--- src/rtl/conv_pkg.sv ---
// Shared definitions for the convolution MAC sequencer.
//  - 2-bit FSM state encoding (IDLE/RUN/FLUSH/DONE)
//  - default DATA_W, KSIZE and ACC_W constants
package conv_pkg;
  localparam logic [1:0] S_IDLE  = 2'd0;
  localparam logic [1:0] S_RUN   = 2'd1;
  localparam logic [1:0] S_FLUSH = 2'd2;
  localparam logic [1:0] S_DONE  = 2'd3;

  localparam int DEF_DATA_W = 8;
  localparam int DEF_KSIZE  = 3;
  localparam int DEF_ACC_W  = 2*DEF_DATA_W + 4;
endpackage

--- src/rtl/conv_mac.sv ---
// Signed multiply-accumulate for the convolution sequencer.
// Optional macro: CONV_SAT_EN -> clamp the accumulator at the signed ACC_W
//   limits and raise a sticky o_sat; otherwise two's-complement wrap, o_sat=0.
// Ports:
//   clk, rst_n      clock, async active-low reset
//   i_clr           sync clear of accumulator and sticky saturation flag
//   i_en            accumulate i_a*i_b this cycle
//   i_a, i_b        signed DATA_W operands
//   o_acc           ACC_W accumulator value
//   o_sat           sticky saturation indicator
module conv_mac #(
  parameter int DATA_W = 8,
  parameter int ACC_W  = 20
) (
  input  logic              clk,
  input  logic              rst_n,
  input  logic              i_clr,
  input  logic              i_en,
  input  logic [DATA_W-1:0] i_a,
  input  logic [DATA_W-1:0] i_b,
  output logic [ACC_W-1:0]  o_acc,
  output logic              o_sat
);
  localparam int PW = 2*DATA_W;

  logic signed [PW-1:0] w_prod;
  logic [ACC_W-1:0]     w_next;
  logic [ACC_W-1:0]     r_acc;

  assign w_prod = $signed(i_a) * $signed(i_b);

`ifdef CONV_SAT_EN
  // One guard bit detects overflow of the signed sum.
  logic [ACC_W:0] w_sum;
  logic           w_ovf;
  logic           r_sat;

  assign w_sum = {r_acc[ACC_W-1], r_acc} + (ACC_W+1)'(w_prod);
  assign w_ovf = w_sum[ACC_W] ^ w_sum[ACC_W-1];

  always_comb begin
    w_next = w_sum[ACC_W-1:0];
    if (w_ovf)
      w_next = w_sum[ACC_W] ? {1'b1, {(ACC_W-1){1'b0}}} : {1'b0, {(ACC_W-1){1'b1}}};
  end

  always_ff @(posedge clk or negedge rst_n) begin
    if (!rst_n)     r_sat <= 1'b0;
    else if (i_clr) r_sat <= 1'b0;
    else if (i_en && w_ovf) r_sat <= 1'b1;
  end
  assign o_sat = r_sat;
`else
  assign w_next = r_acc + ACC_W'(w_prod);
  assign o_sat  = 1'b0;
`endif

  always_ff @(posedge clk or negedge rst_n) begin
    if (!rst_n)     r_acc <= '0;
    else if (i_clr) r_acc <= '0;
    else if (i_en)  r_acc <= w_next;
  end

  assign o_acc = r_acc;
endmodule

--- src/rtl/conv_mac_sequencer.sv ---
// Walks one KSIZE x KSIZE convolution window: issues pixel/weight read
// addresses for one tap per cycle, accumulates returned products, then
// pulses done and holds the result until the next clr or accepted start.
// Optional macro: CONV_SAT_EN (saturating accumulator, sticky sat_flag).
// Ports:
//   clk, rst_n            clock, async active-low reset
//   clr, start            1-cycle control pulses (clr wins)
//   base_addr             top-left pixel address, latched on accepted start
//   pix_addr, wgt_addr    read addresses (held while rd_en=0)
//   rd_en                 read strobe; data returns one cycle later
//   pix_data, wgt_data    signed read data
//   busy, done            status; done is a 1-cycle pulse
//   result, sat_flag      accumulated sum, sticky saturation flag
module conv_mac_sequencer
  import conv_pkg::*;
#(
  parameter int DATA_W  = DEF_DATA_W,
  parameter int KSIZE   = DEF_KSIZE,
  parameter int IMG_W   = 8,
  parameter int ADDR_W  = 8,
  parameter int WADDR_W = 4,
  parameter int ACC_W   = 2*DATA_W + 4
) (
  input  logic               clk,
  input  logic               rst_n,
  input  logic               clr,
  input  logic               start,
  input  logic [ADDR_W-1:0]  base_addr,
  output logic [ADDR_W-1:0]  pix_addr,
  output logic [WADDR_W-1:0] wgt_addr,
  output logic               rd_en,
  input  logic [DATA_W-1:0]  pix_data,
  input  logic [DATA_W-1:0]  wgt_data,
  output logic               busy,
  output logic               done,
  output logic [ACC_W-1:0]   result,
  output logic               sat_flag
);
  logic [1:0]         r_state;
  logic [WADDR_W-1:0] r_row, r_col, r_wgt_addr;
  logic [ADDR_W-1:0]  r_row_addr, r_pix_addr;
  logic               r_vld;
  logic [ACC_W-1:0]   r_result;
  logic [ACC_W-1:0]   w_acc;
  logic               w_accept, w_last, w_eol;

  assign w_accept = start & ~clr & (r_state == S_IDLE);
  assign w_eol    = (r_col == WADDR_W'(KSIZE-1));
  assign w_last   = w_eol && (r_row == WADDR_W'(KSIZE-1));

  // r_row_addr tracks base + row*IMG_W so no multiplier or divider is needed;
  // the address registers already hold the current tap while in RUN.
  always_ff @(posedge clk or negedge rst_n) begin
    if (!rst_n) begin
      r_state    <= S_IDLE;
      r_row      <= '0;
      r_col      <= '0;
      r_row_addr <= '0;
      r_pix_addr <= '0;
      r_wgt_addr <= '0;
      r_vld      <= 1'b0;
      r_result   <= '0;
    end else begin
      r_vld <= ~clr & (r_state == S_RUN);
      if (clr) begin
        r_state  <= S_IDLE;
        r_result <= '0;
      end else begin
        case (r_state)
          S_IDLE: if (start) begin
            r_state    <= S_RUN;
            r_row      <= '0;
            r_col      <= '0;
            r_row_addr <= base_addr;
            r_pix_addr <= base_addr;
            r_wgt_addr <= '0;
            r_result   <= '0;
          end
          S_RUN: begin
            if (w_last) begin
              r_state <= S_FLUSH;
            end else begin
              r_wgt_addr <= r_wgt_addr + 1'b1;
              if (w_eol) begin
                r_col      <= '0;
                r_row      <= r_row + 1'b1;
                r_row_addr <= r_row_addr + ADDR_W'(IMG_W);
                r_pix_addr <= r_row_addr + ADDR_W'(IMG_W);
              end else begin
                r_col      <= r_col + 1'b1;
                r_pix_addr <= r_pix_addr + 1'b1;
              end
            end
          end
          S_FLUSH: r_state <= S_DONE;
          default: begin
            r_state  <= S_IDLE;
            r_result <= w_acc;
          end
        endcase
      end
    end
  end

  conv_mac #(.DATA_W(DATA_W), .ACC_W(ACC_W)) u_mac (
    .clk   (clk),
    .rst_n (rst_n),
    .i_clr (clr | w_accept),
    .i_en  (r_vld),
    .i_a   (pix_data),
    .i_b   (wgt_data),
    .o_acc (w_acc),
    .o_sat (sat_flag)
  );

  assign pix_addr = r_pix_addr;
  assign wgt_addr = r_wgt_addr;
  assign rd_en    = (r_state == S_RUN);
  assign busy     = (r_state != S_IDLE);
  assign done     = (r_state == S_DONE);
  // The final sum lands in the accumulator on the FLUSH->DONE edge, so DONE
  // shows it directly; r_result holds it afterwards.
  assign result   = done ? w_acc : r_result;
endmodule

--- config.mk ---
export PLATFORM = sky130hd
export DESIGN_NAME = conv_mac_sequencer
export DESIGN_NICKNAME = d
export VERILOG_FILES = /design/src/rtl/conv_pkg.sv /design/src/rtl/conv_mac.sv /design/src/rtl/conv_mac_sequencer.sv
export SDC_FILE = /design/constraint.sdc
export NUM_CORES = 1
export LEC_CHECK = 0
export ABC_AREA = 1
export BUFFER_PORTS_ARGS = -buffer_cell sky130_fd_sc_hd__buf_2
export CAP_MARGIN = 20
export CORE_MARGIN = 4
export CORE_UTILIZATION = 35
export CTS_BUF_LIST = sky130_fd_sc_hd__clkbuf_16
export DETAILED_ROUTE_END_ITERATION = 6
export GPL_TIMING_DRIVEN = 0
export MAX_ROUTING_LAYER = met4
export PLACE_DENSITY = 0.57
export SYNTH_ARGS = -nofsm -noshare
export SYNTH_HDL_FRONTEND = slang
export SYNTH_SLANG_ARGS = --single-unit
--- constraint.sdc ---
create_clock -name clk -period 1.8 [get_ports clk]
set_clock_uncertainty 0.15 [all_clocks]
set_input_delay 0.09 -clock clk [delete_from_list [all_inputs] [get_ports clk]]
set_output_delay 0.09 -clock clk [all_outputs]
set_load 0.005 [all_outputs]
==> metrics.txt <==
status=finished with violations; failing checks=negative setup slack; H-tree depth=3; fraction of registers with async set/reset=between 90% and 100%; Yosys top cell area share=approximately a quarter; # diodes=0; crit share post-route=265%; most frequent cells in the layout=inv_1 (177), nand2_1 (141), dfrtp_1 (71), fa_1 (53), buf_4 (50); routed vias/inst=between 4 and 5; WL/cell=~15 um; most common cell after layout, fill and taps aside=inv_1; Hold Crit Endpoint=r_result[11]; DRC=0; Worst Path Required=1870 ps; area grow syn2layout=49.1%; share of the yosys chip area belonging to registers=between 20% and 30%; placed cell area=roughly 8600 um2; antenna violations before repair=0; CP arrival=between 4000 and 5000 ps; WS Path Type=in2reg; CTS max path bufs=2; drt pass-1 iters=4; vias in the first global route=roughly 7000; top post-synthesis cells by area=dfrtp_1 (24%), fa_1 (15%), inv_1 (11%); total power=22.3 mW; Hold Vio Cnt, Final=0; via count=slightly below 7000; Non-Filler Cell Area, Final=10800 um2; HP Start=clr; global-route wire length before repair=around 35 mm; register-to-register path setup slack=-560 ps; DRT iter0 DRCs=between 200 and 300; layout cell share with drive strength beyond 1=approximately two fifths; Critical Path Sink Type=register; distinct cell type count after synthesis=47; Filler cells=approximately 1900; Synth Net Count=about 1100; Placeable Area=between 20000 and 25000 um2; Setup-failing EPs final=65; Cell Pwr Density=around 2000 nW/um2; worst r2r dst=u_mac.o_acc[16]; CTS tree=built; RSZ-0062 raised after global routing=yes; Detailed Route WL=20.5 mm; number of flops mapped to enable cells by yosys=0; Root Driver=clkbuf_16; Max IR drop VDD=1.33 mV; origin of the critical flop-to-flop path=u_mac.o_acc[0]; crit path launch type=primary input; Synth Area per Inst=7.50 um2; worst-path fanout max=8; Fmax achieved=roughly 210 MHz; R2R cell count=12; number of routed nets with antenna violations=0; cts bufs inserted=9; worst hold path class=in2reg; pin count of the biggest net entering global routing=52; final net count=1256; # IOs=64; Die Area=~23000 um2; Seq cells post-synth=71; Leakage=roughly 5.4 nW; ys flop type=dfrtp_1; Layout Utilization=between 50 and 60%; Die Y-Extent=roughly 150 um; Final WS setup=-2970 ps; Worst Hold Path Cells=4; total grt overflow=0; clk sinks=~70; IO buf count=47; Die W=between 150 and 200 um; Row Count=52; max-cap violations=0; GPL Wtd Cong=approximately 0.86; DPL Wire Length=approximately 14 mm; Max Transition Viols Final=0; TNS Setup=-45640 ps; Cells after Synth=roughly 970; Final min period=about 4800 ps; Synth Cell Area=~7300 um2; Initial Utilization=35.8%; Clock transition at path regs=~60 ps; YS warnings=0; pre-CTS setup slack=-3540 ps; Yosys top cell by area=dfrtp_1; total track usage=approximately 18%; Clock Latency Late Sink=340 ps
[area by class of cell]
| class | count | area, um2 | area share [%] |
|---|---|---|---|
| multi-input cells | 646 | 5960 | 55.0 |
| clock buffers | 9 | 225 | 2.08 |
| well taps | 270 | 338 | 3.12 |
| clock inverters | 7 | 53.8 | 0.497 |
| repair buffers | 135 | 1180 | 10.9 |
| plain buffers | 29 | 419 | 3.87 |
| flip-flops and latches | 71 | 1780 | 16.4 |
| inverters | 221 | 882 | 8.14 |
[registers in the layout (all words and copies together), names as in the netlist]
register / cells
r_row: 4
u_mac.o_acc: 20
r_state: 2
r_col: 4
pix_addr: 8
r_row_addr: 8
r_result: 20
wgt_addr: 4
r_vld: 1
[worst max path at each step]
stage | start | to | slack, ps | depth (start not counted)
floorplan | pix_data[7] | u_mac.o_acc[18] | -2950 | 27
CTS | pix_data[7] | u_mac.o_acc[19] | -2910 | 29
finish | pix_data[7] | u_mac.o_acc[19] | -2970 | 27
detailed placement | wgt_data[7] | u_mac.o_acc[19] | -3540 | 24
global route | pix_data[7] | u_mac.o_acc[17] | -3190 | 26
global placement | wgt_data[7] | u_mac.o_acc[19] | -3510 | 24
[cell families (layout without fill, tap and decap cells)]
| logic type | Yosys count | count (layout) | share of synthesized area [%] |
|---|---|---|---|
| buf+inv | 252 | 401 | 13.4 |
| fa+ha+maj | 115 | 115 | 25.6 |
| other cells | 1 | 1 | 0.0516 |
| flops | 71 | 71 | 24.4 |
| simple gates | 321 | 321 | 18.3 |
| xor+xnor | 25 | 25 | 3.01 |
| compound gates | 184 | 184 | 15.2 |
[synth_stat cells (2+ instances only)]
library cell	instances
o22ai_2	5
a21o_1	8
o21ai_1	16
o21a_1	4
buf_6	3
ha_1	59
a31oi_1	9
o21ai_2	3
a22oi_1	3
buf_4	2
nor2_1	55
nor3_1	5
clkbuf_1	24
fa_1	56
inv_2	7
xnor2_1	11
nand3_2	2
nand3_1	37
nand2_1	209
o22ai_1	16
a21oi_1	46
o21ai_0	61
nor2_4	4
o21bai_1	3
dfrtp_1	71
inv_1	213
nand4_1	3
xor2_1	14
o31ai_1	2
[repair_timing]
item | CTS | global route
endpoints found under the setup margin | 88 | 90
gates resized for setup | 226 | 118
endpoints found under the hold margin | 87 | 0
hold buffers | 10 | 0
buffers inserted | 57 | 15
gates cloned | 5 | 2
pin swaps | 104 | 52
[power by group]
| group | internal (mW) | switching, mW | leakage (nW) |
|---|---|---|---|
| sequential | 2.01 | 0.504 | 0.940 |
| combinational | 8.11 | 9.93 | 4.30 |
| clock | 0.946 | 0.782 | 0.129 |
| total | 11.1 | 11.2 | 5.37 |
[per-stage QoR]
step | hold WS [ps] | std cells
CTS | 17.2 | 1375
finish | 33.3 | 1388
floorplan | -356 | 969
detailed placement | -141 | 1287
global route | 66.3 | 1388
global placement | 222 | 1286
[routing by layer]
layer	share of wire (%)	routed length, um	vias to the layer above	global-route usage, %
met5	0	0	-	-
met4	2.0	418	0	4.32
met3	3.8	777	31	3.10
met2	50	10200	114	30.7
met1	44	9080	3267	23.7
li1	-	-	3330	-
[critical path: stages]
cell	delay, ps
clkbuf_16	140
nand2_4	60
inv_4	40
fa_1	520
inv_1	50
fa_1	500
inv_2	40
fa_1	530
inv_1	50
fa_1	490
inv_2	50
ha_4	300
nand2_4	60
nor2_4	100
a21oi_2	70
o211a_1	230
xor2_1	180
inv_2	80
ha_4	300
nand2_4	80
nor2_4	130
nand2_2	80
nor4_4	270
nand3b_1	180
nand3_1	80
nand3_1	80
nand2_1	60
No activity file was read; power rests on OpenSTA's default activity.
